==> src/rtl/cla_pipe_adder_if.sv <==
// Operand/result handshake bundle for cla_pipe_adder: the producer drives operands,
// the consumer drives out_ready, and the adder returns results.
interface cla_pipe_adder_if #(
   parameter int WIDTH = 16
);
   logic             in_valid;
   logic             in_ready;
   logic [WIDTH-1:0] a;
   logic [WIDTH-1:0] b;
   logic             cin;
   logic             sub;
   logic             out_valid;
   logic             out_ready;
   logic [WIDTH-1:0] sum;
   logic             c_msb;
   logic             cout;
   logic             ofl;

   modport master (
      output in_valid, a, b, cin, sub, out_ready,
      input  in_ready, out_valid, sum, c_msb, cout, ofl
   );

   modport slave (
      input  in_valid, a, b, cin, sub, out_ready,
      output in_ready, out_valid, sum, c_msb, cout, ofl
   );
endinterface

==> src/rtl/cla_pipe_adder.sv <==
// Pipelined carry-lookahead adder/subtractor. Each stage adds one WIDTH/STAGES slice
// with a two-level lookahead tree and hands its carry to the next stage.
module cla_pipe_adder #(
   parameter int WIDTH  = 16,
   parameter int GROUP  = 4,
   parameter int STAGES = 2
) (
   input  logic            clk,
   input  logic            rst_n,
   cla_pipe_adder_if.slave io
);
   localparam int S  = WIDTH / STAGES;
   localparam int NB = S / GROUP;

   if (WIDTH % (STAGES * GROUP) != 0) begin : g_bad_params
      $error("cla_pipe_adder: WIDTH must be a multiple of STAGES*GROUP");
   end

   logic advance;

   // The whole pipeline moves as one; only the output register can stall it.
   assign advance     = !io.out_valid || io.out_ready;
   assign io.in_ready = advance;

   // Returns carries c[0..S] of one slice, all as flat sums of products: block G/P first,
   // then block carries from a second lookahead level, then bit carries inside each block.
   function automatic logic [S:0] slice_carry(
      input logic [S-1:0] gen,
      input logic [S-1:0] prop,
      input logic         c0
   );
      logic [NB-1:0] bg;
      logic [NB-1:0] bp;
      logic [NB:0]   cb;
      logic [S:0]    cv;
      logic          t;
      for (int j = 0; j < NB; j++) begin
         bg[j] = 1'b0;
         bp[j] = 1'b1;
         for (int i = 0; i < GROUP; i++) begin
            t = gen[j*GROUP+i];
            for (int m = i + 1; m < GROUP; m++) t = t & prop[j*GROUP+m];
            bg[j] = bg[j] | t;
            bp[j] = bp[j] & prop[j*GROUP+i];
         end
      end
      for (int j = 0; j <= NB; j++) begin
         t = c0;
         for (int m = 0; m < j; m++) t = t & bp[m];
         cb[j] = t;
         for (int i = 0; i < j; i++) begin
            t = bg[i];
            for (int m = i + 1; m < j; m++) t = t & bp[m];
            cb[j] = cb[j] | t;
         end
      end
      for (int j = 0; j < NB; j++) begin
         for (int i = 0; i < GROUP; i++) begin
            t = cb[j];
            for (int m = 0; m < i; m++) t = t & prop[j*GROUP+m];
            cv[j*GROUP+i] = t;
            for (int k = 0; k < i; k++) begin
               t = gen[j*GROUP+k];
               for (int m = k + 1; m < i; m++) t = t & prop[j*GROUP+m];
               cv[j*GROUP+i] = cv[j*GROUP+i] | t;
            end
         end
      end
      cv[S] = cb[NB];
      return cv;
   endfunction

   for (genvar gi = 0; gi < STAGES; gi++) begin : g_stage
      localparam int LO = gi * S;

      logic              v_in;
      logic              c_in;
      logic [WIDTH-1:LO] a_in;
      logic [WIDTH-1:LO] b_in;
      logic [LO+S-1:0]   s_cat;
      logic [S-1:0]      g;
      logic [S-1:0]      p;
      logic [S-1:0]      s_d;
      logic [S:0]        c;
      logic              v_q;
      logic              c_q;
      logic [LO+S-1:0]   s_q;

      if (gi == 0) begin : g_head
         // Subtraction is A + ~B + 1; the inverted B travels with its transaction.
         assign v_in  = io.in_valid;
         assign c_in  = io.sub | io.cin;
         assign a_in  = io.a;
         assign b_in  = io.b ^ {WIDTH{io.sub}};
         assign s_cat = s_d;
      end else begin : g_tail
         assign v_in  = g_stage[gi-1].v_q;
         assign c_in  = g_stage[gi-1].c_q;
         assign a_in  = g_stage[gi-1].g_pend.a_q;
         assign b_in  = g_stage[gi-1].g_pend.b_q;
         assign s_cat = {s_d, g_stage[gi-1].s_q};
      end

      assign g   = a_in[LO +: S] & b_in[LO +: S];
      assign p   = a_in[LO +: S] ^ b_in[LO +: S];
      assign c   = slice_carry(g, p, c_in);
      assign s_d = p ^ c[S-1:0];

      always_ff @(posedge clk) begin
         if (!rst_n) begin
            v_q <= 1'b0;
            c_q <= 1'b0;
            s_q <= '0;
         end else if (advance) begin
            v_q <= v_in;
            if (v_in) begin
               c_q <= c[S];
               s_q <= s_cat;
            end
         end
      end

      if (gi < STAGES - 1) begin : g_pend
         logic [WIDTH-1:LO+S] a_q;
         logic [WIDTH-1:LO+S] b_q;

         always_ff @(posedge clk) begin
            if (advance && v_in) begin
               a_q <= a_in[WIDTH-1:LO+S];
               b_q <= b_in[WIDTH-1:LO+S];
            end
         end
      end else begin : g_last
         logic c_msb_q;
         logic ofl_q;

         always_ff @(posedge clk) begin
            if (!rst_n) begin
               c_msb_q <= 1'b0;
               ofl_q   <= 1'b0;
            end else if (advance && v_in) begin
               c_msb_q <= c[S-1];
               ofl_q   <= c[S] ^ c[S-1];
            end
         end
      end
   end

   assign io.out_valid = g_stage[STAGES-1].v_q;
   assign io.sum       = g_stage[STAGES-1].s_q;
   assign io.cout      = g_stage[STAGES-1].c_q;
   assign io.c_msb     = g_stage[STAGES-1].g_last.c_msb_q;
   assign io.ofl       = g_stage[STAGES-1].g_last.ofl_q;
endmodule

==> src/flat_wrapper.sv <==
// flat-port wrapper written by rule: the top's interface ports become plain ports
module cla_pipe_adder_flat 
#(
   parameter int WIDTH  = 16,
   parameter int GROUP  = 4,
   parameter int STAGES = 2
)
  (clk, rst_n, io_in_valid, io_a, io_b, io_cin, io_sub, io_out_ready, io_in_ready, io_out_valid, io_sum, io_c_msb, io_cout, io_ofl);
  cla_pipe_adder_if #(.WIDTH(WIDTH)) io_i ();
  input  logic clk;
  input  logic rst_n;
  input wire logic [$bits(io_i.in_valid)-1:0] io_in_valid;
  input wire logic [$bits(io_i.a)-1:0] io_a;
  input wire logic [$bits(io_i.b)-1:0] io_b;
  input wire logic [$bits(io_i.cin)-1:0] io_cin;
  input wire logic [$bits(io_i.sub)-1:0] io_sub;
  input wire logic [$bits(io_i.out_ready)-1:0] io_out_ready;
  output wire logic [$bits(io_i.in_ready)-1:0] io_in_ready;
  output wire logic [$bits(io_i.out_valid)-1:0] io_out_valid;
  output wire logic [$bits(io_i.sum)-1:0] io_sum;
  output wire logic [$bits(io_i.c_msb)-1:0] io_c_msb;
  output wire logic [$bits(io_i.cout)-1:0] io_cout;
  output wire logic [$bits(io_i.ofl)-1:0] io_ofl;
  assign io_i.in_valid = io_in_valid;
  assign io_i.a = io_a;
  assign io_i.b = io_b;
  assign io_i.cin = io_cin;
  assign io_i.sub = io_sub;
  assign io_i.out_ready = io_out_ready;
  assign io_in_ready = io_i.in_ready;
  assign io_out_valid = io_i.out_valid;
  assign io_sum = io_i.sum;
  assign io_c_msb = io_i.c_msb;
  assign io_cout = io_i.cout;
  assign io_ofl = io_i.ofl;
  cla_pipe_adder #(.WIDTH(WIDTH), .GROUP(GROUP), .STAGES(STAGES)) u_core (.clk(clk), .rst_n(rst_n), .io(io_i));
endmodule
==> config.mk <==
export PLATFORM = sky130hd
export DESIGN_NAME = cla_pipe_adder_flat
export DESIGN_NICKNAME = d
export VERILOG_FILES = /design/src/rtl/cla_pipe_adder_if.sv /design/src/rtl/cla_pipe_adder.sv /design/src/flat_wrapper.sv
export SDC_FILE = /design/constraint.sdc
export NUM_CORES = 1
export LEC_CHECK = 0
export CAP_MARGIN = 20
export CORE_UTILIZATION = 35
export CTS_CLUSTER_SIZE = 20
export DETAILED_ROUTE_END_ITERATION = 6
export GPL_TIMING_DRIVEN = 0
export SLEW_MARGIN = 20
export SYNTH_ARGS = -nofsm -noshare
export SYNTH_HDL_FRONTEND = slang
export SYNTH_SLANG_ARGS = --single-unit
==> constraint.sdc <==
create_clock -name clk -period 5 [get_ports clk]
set_input_delay 0.75 -clock clk [delete_from_list [all_inputs] [get_ports clk]]
set_output_delay 0.75 -clock clk [all_outputs]
set_load 0.005 [all_outputs]
==> results of run 1 <==
==> metrics by stage <==
stage          total power, mW  utilization  area, sq um  setup WS, ps  hold WS [ps]
2_1_floorplan           0.5792            -         2409          1995         427.3
3_3_place_gp            0.6615       0.4735         3075          1710         436.4
3_5_place_dp            0.6655       0.4735         3075          1690         444.1
4_1_cts                 0.8994       0.4880         3169          1984         451.2
5_1_grt                 0.9419       0.4880         3169          1865         470.1
6_report                0.8903       0.4880         3169          2019         449.6
==> cell usage in the layout, fill, tap and decap left out, drive strengths merged, types with 3 or more instances in the layout <==
cell type / count
xnor2: 5
dfxtp: 30
nor3: 8
inv: 11
and2: 4
nor2: 16
clkbuf: 10
a21oi: 20
buf: 6
nand2: 33
clkdlybuf4s50: 57
a211oi: 7
nand4: 5
o211ai: 5
fa: 4
nand3: 4
ha: 20
or3: 3
xor2: 18
edfxtp: 16
o21ai: 5
o21a: 10
==> per-layer routing <==
metal  wire, microns  part of all wire
met5               0                 0
met4              37            0.0074
met3             150             0.030
met2            2380              0.48
met1            2439              0.49
==> power by group <==
group          switching, mW  internal [mW]  leakage [nW]
combinational          0.107          0.114         0.780
sequential            0.0150          0.418         0.402
clock                  0.124          0.112        0.0515
==> path summary, 6_finish.rpt <==
| kind | start | endpoint | cells past startpoint | slack, ps |
|---|---|---|---|---|
| min | u_core.g_stage[0].s_q[1] | u_core.io.sum[1] | 2 | 450 |
| min reg2reg | u_core.g_stage[0].s_q[1] | u_core.io.sum[1] | 2 | 450 |
| max | io_sub | u_core.g_stage[0].s_q[7] | 14 | 2020 |
| max reg2reg | u_core.g_stage[0].g_pend.b_q[9] | u_core.io.ofl | 9 | 2700 |
==> flip-flops by register name, summed over array words and instances, names as in the netlist <==
name,flops
u_core.io.sum,16
u_core.g_stage.g_pend.a_q,8
u_core.g_stage.g_pend.b_q,8
u_core.g_stage.s_q,8
u_core.g_stage.c_q,1
u_core.g_stage.v_q,1
u_core.io.c_msb,1
u_core.io.cout,1
u_core.io.ofl,1
u_core.io.out_valid,1
==> final cells by class <==
class	instances	area, sq um
clock inverters	2	11.26
clock buffers	6	82.58
plain buffers	10	55.05
repair buffers	57	570.5
fillers	639	3326
inverters	10	37.54
multi-input cells	175	1235
well taps	77	96.34
flip-flops and latches	46	1081
==> kinds of logic (layout without fill, tap and decap cells) <==
group	Yosys count	count (layout)	synth area share
DFF	46	46	0.4488
AOI/OAI and AO/OA	51	51	0.1455
xor gates and xnor gates	23	23	0.08364
buffers and inverters	20	85	0.03844
and+or+nand+nor	76	76	0.1423
adders and majority gates	24	24	0.1371
muxes	1	1	0.004156
==> worst max-delay path, stage by stage <==
cell	delay, ps
buf_6	140
buf_2	330
xor2_1	180
ha_1	290
a21oi_1	190
o21ai_2	90
a31oi_4	250
inv_1	70
ha_1	200
o21a_1	180
o21a_1	180
nor2_1	130
nand4_1	110
o211ai_1	120
==> reports/metrics.yaml, run 1 <==
cap_violations: 0
fmax_mhz: 335.4
grtUsageMet1: 0.1941
coreArea_sq_um: 6495
chipHeight_microns: 84.96
io_pins: 59
violations: "design-rule violations"
clock_path_buffers: 2
route.detailed.drc: 3
drt-pass1-iter-count: 6
min_period_ps: 2981
rows: 29
yosysSeqAreaShare: 0.4488
place.gp.congestion: 0.7861
synthTopCellsByCount: "nand2_1 (33), dfxtp_1 (30), a21oi_1 (20), ha_1 (20), xor2_1 (18)"
setup_viol_count_final: 0
grt.met3_usage: 0.02529
start_kind: "input pin"
nets: 367
drive_above_1_share: 0.07516
start_util: 0.3708
synthDistinctLibCells: 35
synth_top_area_frac: 0.2494
htreeDepth: 2
hold_class: "register to register"
worstSetupPathType: "input pin to register"
grt_overflow: 0
synth_area_sq_um: 2409
synth_enable_flop_cells: 16
ir_worst_vdd_mv: 0.1252
hold_violations: 0
cp.arrival_ps: 3200
finClkSkew_ps: 11.52
crit_required_ps: 5220
die_area_sq_um: 7217
placed_cells: 375
yosys_warnings: 0
cts.hold.buffers_added: 0
grt_pass1_vias: 1805
antenna_cells: 0
rsz0062_at_grt: "false"
fin_crit_sh: 0.5963
dr.first_iter.drc_count: 72
avgRoutedWirePerCell_microns: 13.08
grt_util_met2: 0.2500
grt_pass1_wl_mm: 8.355
status: "finished, violations left"
dp_hpwl_mm: 3.844
busiest_layer: "met2"
clkSinkCount: 46
vias: 1842
grt_usage: 0.1472
cts_inserted_buffers: 5
area_delta_synth_final_pct: 31.58
yosysTopAreaCell: "dfxtp_1"
routed_wl_mm: 5.008
syn_inst: 241
slew_viol_final: 0
async_reset_ff_frac: 0
tns_ps: 0
synth_area_leaders: "dfxtp_1 (25%), edfxtp_1 (20%), ha_1 (10%), xor2_1 (6.5%), nand2_1 (5.1%)"
end_kind: "register"
cts_tree: "yes"
p_leak_nw: 1.233
grt_start_max_net_pins: 26
root_buffer: "clkbuf_8"
die_w_microns: 84.96
synth-main-ff-cell: "dfxtp_1"
antenna_found_initial: 0
synthesis.nets: 303
instances_no_fill: 383
ys_ff_latch: 46
drtAntennaViolNets: 0
postSynthAreaPerCell_sq_um: 9.994
cts_resized: 0
max_slew.worst_pin.slew_ps: 538.7
slew_headroom: 0.6408
synth_most_common_cell: "nand2_1"
powerDensity_nw_per_um2: 280.9
worstPathMaxFanout: 10
clk-insertion-delay-late_ps: 300
viasPerCell: 4.809
port_buffers: 57
cts_setup_buffers: 0
path_clk_slew_ps: 90
Note: power is estimated with default switching activity, not from simulation.
==> run 2, diff against run 1 <==
- clock period: 5 -> 2.4 ns (I/O delays scaled with it)
==> reports/metrics.yaml, run 2 (synthesis gave the netlist of run 1 again) <==
p_total_mw: 1.875  # was 0.8903 mW
path_clk_slew_ps: 90  # about the same
port_buffers: 57  # unchanged
placed_area_sq_um: 3100  # was 3075 sq um
grt_start_max_net_pins: 26  # unchanged
violations: "design-rule violations"  # unchanged
rows: 29  # unchanged
dp_hpwl_mm: 3.855  # was 3.844 mm
placed_cells: 375  # unchanged
stdcell_area_sq_um: 3257  # was 3169 sq um
grt_util_met2: 0.2405  # was 0.2500
fin_crit_sh: 0.9562
slew_viol_final: 0  # unchanged
grt_usage: 0.1529  # was 0.1472
reg2reg_to: "u_core.io.ofl"  # unchanged
worstSetupPathType: "input pin to register"  # unchanged
max_slew.worst_pin.slew_ps: 542.8  # was 538.7 ps
slew_headroom: 0.6382  # was 0.6408
powerDensity_nw_per_um2: 575.7  # was 280.9 nW/um^2
avgRoutedWirePerCell_microns: 13.11  # was 13.08 microns
antenna_found_initial: 0  # unchanged
grt_pass1_vias: 1783  # was 1,805
mostFrequentLayoutCell: "clkdlybuf4s50_1"  # unchanged
layout_common_cells: "clkdlybuf4s50_1 (55), nand2_1 (33), dfxtp_1 (30)"  # was clkdlybuf4s50_1 (57), nand2_1 (33), dfxtp_1 (30)
cap_violations: 0  # unchanged
io_pins: 59  # unchanged
end_kind: "register"  # unchanged
p_leak_nw: 1.282  # was 1.233 nW
clock_path_buffers: 2  # unchanged
cts_tree: "yes"  # unchanged
vias: 1873  # was 1,842
chipHeight_microns: 84.96  # unchanged
viasPerCell: 4.815  # was 4.809
routed_wl_mm: 5.100  # was 5.008 mm
fmax_mhz: 435.7
reg2reg_from: "u_core.g_stage[0].g_pend.b_q[9]"  # unchanged
crit_required_ps: 2630  # was 5220 ps
clkSinkCount: 46  # unchanged
busiest_layer: "met2"  # unchanged
n_fill_cell: 596  # was 639
place.gp.congestion: 0.7624  # was 0.7861
nets: 373  # was 367
drive_above_1_share: 0.1090  # was 0.07516
rsz0062_at_grt: "false"  # unchanged
grt_overflow: 0  # unchanged
crit_end: "u_core.g_stage[0].s_q[7]"  # unchanged
coreArea_sq_um: 6495  # unchanged
largest_reg_flops: 16  # unchanged
grt_pass1_wl_mm: 8.618  # was 8.355 mm
instances_no_fill: 389  # was 383
clk-insertion-delay-late_ps: 300  # about the same
hold_class: "input pin to register"  # was register to register
drtAntennaViolNets: 0  # unchanged
antenna_cells: 0  # unchanged
crit_path_start: "io_b[3]"  # was io_sub
finClkSkew_ps: 10.36  # was 11.52 ps
status: "finished, violations left"  # unchanged
ir_worst_vdd_mv: 0.2642  # was 0.1252 mV
area_delta_synth_final_pct: 35.22  # was 31.58%
start_util: 0.3708  # unchanged
drt-pass1-iter-count: 7  # was 6
min_period_ps: 2295
cp.arrival_ps: 2530  # was 3200 ps
tns_ps: 0  # unchanged
route.detailed.drc: 3  # unchanged
final_core_util: 0.5014  # was 0.4880
htreeDepth: 2  # unchanged
root_buffer: "clkbuf_8"  # unchanged
hold_violations: 0  # unchanged
die_area_sq_um: 7217  # unchanged
grtUsageMet1: 0.2152  # was 0.1941
rrSetupSlack_ps: 150  # was 2700 ps
cts_inserted_buffers: 5  # unchanged
setup_viol_count_final: 0  # unchanged
start_kind: "input pin"  # unchanged
dr.first_iter.drc_count: 84  # was 72
grt.met3_usage: 0.02918  # was 0.02529
reg2reg_depth: 9  # unchanged
die_w_microns: 84.96  # unchanged
worstPathMaxFanout: 3  # was 10
-- run 2: cell types whose count changed in the layout (fill, tap and decap cells not counted), moves of 2 or more --
| cell | previous run | this run |
|---|---|---|
| clkdlybuf4s50_1 | 57 | 55 |
| dlymetal6s2s_1 | 0 | 2 |
| ha_1 | 20 | 18 |
| buf_4 | 1 | 7 |
-- run 2: what timing repair did --
| action | 4_1_cts | 5_1_grt |
|---|---|---|
| endpoints found under the hold margin | 0 | 0 |
| gates cloned | 0 | 0 |
| resized for setup | 0 | 5 |
| pin swaps | 2 | 13 |
| hold buffers | 0 | 0 |
| setup buffers | 2 | 4 |
| endpoints found under the setup margin | 1 | 4 |
-- run 2: critical path, stage by stage --
cell and delay (ps):
clkdlybuf4s50_1 470, xor2_1 160, ha_1 280, a21o_1 190, a31oi_4 170, inv_1 60
ha_2 160, o21a_1 190, o21a_1 190, nor2_2 100, nand4_1 80, o211ai_1 120
-- run 2: how the worst min path moves through the flow --
stage | startpoint | end | cells after the start
after floorplan | u_core.g_stage[0].s_q[2] | u_core.io.sum[2] | 2
after global placement | u_core.g_stage[0].s_q[2] | u_core.io.sum[2] | 2
after detailed placement | u_core.io.sum[7] | u_core.io.sum[7] | 2
after CTS | io_sub | u_core.g_stage[0].g_pend.b_q[12] | 2
after global routing | io_sub | u_core.g_stage[0].g_pend.b_q[12] | 2
final | io_sub | u_core.g_stage[0].g_pend.b_q[12] | 2
-- run 2: cell type report --
type	count	area [sq um]	share of cell area
repair buffers	63	620.6	0.1905
plain buffers	10	73.82	0.02267
flip-flops and latches	46	1081	0.3319
inverters	10	37.54	0.01153
clock inverters	3	20.02	0.006147
multi-input cells	175	1259	0.3865
well taps	77	96.34	0.02958
clock buffers	5	68.82	0.02113
-- run 2: power breakdown --
part	internal (mW)	switching (mW)	leakage, nW	total, mW
clock	0.206	0.273	0.0484	0.479
combinational	0.263	0.229	0.832	0.493
sequential	0.872	0.0317	0.402	0.903
total	1.34	0.534	1.28	1.87
-- run 2: routing by layer --
layer  up-vias  routed length [microns]
met5         -                        0
met4         0                       60
met3         4                      177
met2        35                     2382
met1       854                     2480
li1        980                        -
-- run 2: stage by stage --
| step | hold WS, ps | setup slack [ps] |
|---|---|---|
| floorplan | 427.3 | -36.21 |
| global placement | 433.9 | -369.4 |
| detailed placement | 445.9 | -377.9 |
| CTS | 402.6 | 21.60 |
| global route | 395.7 | 15.78 |
| finish | 399.5 | 105.0 |
==> run 3, diff against run 2 <==
- PLACE_DENSITY_LB_ADDON: not set -> 0.3
==> reports/metrics.yaml, run 3 (synthesis gave the netlist of run 1 again) <==
largest_reg_flops: 16  # unchanged
ff_latch_area_sq_um: 1081  # unchanged
cpPeakStageDelay_ps: 470  # about the same
crit_path_top_delay_cell: "clkdlybuf4s50_1"  # unchanged
finClkSkew_ps: 4.533  # was 10.36 ps
setup_viol_count_final: 0  # unchanged
htreeDepth: 2  # unchanged
avgRoutedWirePerCell_microns: 13.26  # was 13.11 microns
port_buffers: 57  # unchanged
root_buffer: "clkbuf_8"  # unchanged
path_common_cell: "o21a_1"  # unchanged
slew_viol_final: 0  # unchanged
rows: 29  # unchanged
hold_class: "input pin to register"  # unchanged
slew_headroom: 0.6446  # was 0.6382
stdcell_area_sq_um: 3276  # was 3257 sq um
clock_path_buffers: 2  # unchanged
min_period_ps: 2282  # was 2295 ps
layout_common_cells: "clkdlybuf4s50_1 (56), nand2_1 (33), dfxtp_1 (30)"  # was clkdlybuf4s50_1 (55), nand2_1 (33), dfxtp_1 (30)
worstPathMaxFanout: 2  # was 3
max_slew.worst_pin.slew_ps: 533.2  # was 542.8 ps
nets: 373  # unchanged
rsz0062_at_grt: "true"  # was false
grt_pass1_wl_mm: 8.300  # was 8.618 mm
antenna_found_initial: 0  # unchanged
grt_usage: 0.1479  # was 0.1529
multiInputGateArea_sq_um: 1262  # was 1259 sq um
cts_tree: "yes"  # unchanged
viasPerCell: 4.897  # was 4.815
io_pins: 59  # unchanged
dp_hpwl_mm: 3.856  # was 3.855 mm
place_worst_setup_slack_ps: -373.4  # was -377.9 ps
clk-insertion-delay-late_ps: 300  # about the same
worstSetupPathType: "input pin to register"  # unchanged
coreArea_sq_um: 6495  # unchanged
chipHeight_microns: 84.96  # unchanged
instances_no_fill: 389  # unchanged
worst_slack_ps: 118.0  # was 105.0 ps
place.gp.congestion: 0.7879  # was 0.7624
cp.arrival_ps: 2510  # was 2530 ps
start_util: 0.3708  # unchanged
p_int_mw: 1.406  # was 1.341 mW
holdWs_ps: 407.3  # was 399.5 ps
n_fill_cell: 580  # was 596
grt_start_max_net_pins: 26  # unchanged
drt-pass1-iter-count: 6  # was 7
hold_violations: 0  # unchanged
route.detailed.drc: 2  # was 3
seq_power_share: 0.466  # was 0.482
crit_required_ps: 2630  # about the same
mostFrequentLayoutCell: "clkdlybuf4s50_1"  # unchanged
dr.first_iter.drc_count: 90  # was 84
final_core_util: 0.5043  # was 0.5014
tns_ps: 0  # unchanged
ir_worst_vdd_mv: 0.2665  # was 0.2642 mV
violations: "design-rule violations"  # unchanged
grt_overflow: 0  # unchanged
switching_share: 0.2745  # was 0.2849
area_delta_synth_final_pct: 36.00  # was 35.22%
path_clk_slew_ps: 90  # about the same
p_leak_nw: 1.282  # about the same
start_kind: "input pin"  # unchanged
powerDensity_nw_per_um2: 591.7  # was 575.7 nW/um^2
routed_wl_mm: 5.158  # was 5.100 mm
die_area_sq_um: 7217  # unchanged
worstPathCellList: "clkdlybuf4s50_1, xor2_1, ha_1, a21o_1, a31oi_4, inv_1, ha_2, o21a_1, o21a_1, nor2_2, nand4_1, o211ai_1"  # unchanged
combPwrFrac: 0.257  # was 0.263
cap_violations: 0  # unchanged
fin_crit_sh: 0.9508  # was 0.9562
drive_above_1_share: 0.1122  # was 0.1090
die_w_microns: 84.96  # unchanged
grt_pass1_vias: 1773  # was 1,783
fmax_mhz: 438.2  # was 435.7 MHz
cts.hold.buffers_added: 0  # unchanged
vias: 1905  # was 1,873
placed_area_sq_um: 3100  # unchanged
p_sw_mw: 0.5320  # was 0.5342 mW
cts_inserted_buffers: 5  # unchanged
clkSinkCount: 46  # unchanged
end_kind: "register"  # unchanged
placed_cells: 375  # unchanged
antenna_cells: 0  # unchanged
status: "finished, violations left"  # unchanged
p_total_mw: 1.938  # was 1.875 mW
drtAntennaViolNets: 0  # unchanged
p_clk_frac: 0.276  # was 0.255
run 3: worst paths after layout:
path | start | to | slack (ps) | cells past startpoint
setup / recovery | io_b[3] | u_core.g_stage[0].s_q[7] | 120 | 12
hold / removal | io_sub | u_core.g_stage[0].g_pend.b_q[11] | 410 | 2
setup reg to reg | u_core.g_stage[0].g_pend.b_q[10] | u_core.io.ofl | 140 | 9
hold reg to reg | u_core.g_stage[0].s_q[1] | u_core.io.sum[1] | 460 | 2
run 3: cell type report:
| type | count | area share |
|---|---|---|
| Clock inverter | 2 | 0.003820 |
| Sequential cell | 46 | 0.3300 |
| Tap cell | 77 | 0.02941 |
| Inverter | 10 | 0.01146 |
| Buffer | 10 | 0.02254 |
| Multi-Input combinational cell | 175 | 0.3854 |
| Clock buffer | 6 | 0.02865 |
| Timing Repair Buffer | 63 | 0.1887 |
run 3: timing repair:
item | CTS | global route
buffers inserted | 4 | 2
endpoints found under the hold margin | 0 | 0
pin swaps | 3 | 9
gates resized for setup | 0 | 5
setup endpoints to repair | 1 | 4
run 3: per-layer routing:
metal / vias up / share of wire / GRT usage
met4: 0 / 0.0089 / 0.03852
met3: 4 / 0.040 / 0.02918
li1: 976 / - / -
met5: - / 0 / 0
met1: 885 / 0.46 / 0.1950
met2: 40 / 0.49 / 0.2485
run 3: critical path, delay by kind of cell:
| kind | cells | cell delay [ps] |
|---|---|---|
| compound gates | 5 | 840 |
| simple gates | 2 | 190 |
| fa+ha+maj | 2 | 420 |
| buf+inv | 2 | 530 |
| xor+xnor | 1 | 160 |
run 3: power by group through the flow:
| stage | clock network (mW) | registers, mW | logic, mW |
|---|---|---|---|
| global route | 0.582 | 0.913 | 0.549 |
| finish | 0.536 | 0.904 | 0.498 |
| global placement | 0 | 0.920 | 0.462 |
| CTS | 0.547 | 0.904 | 0.487 |
| detailed placement | 0 | 0.922 | 0.470 |
| floorplan | 0 | 0.916 | 0.297 |
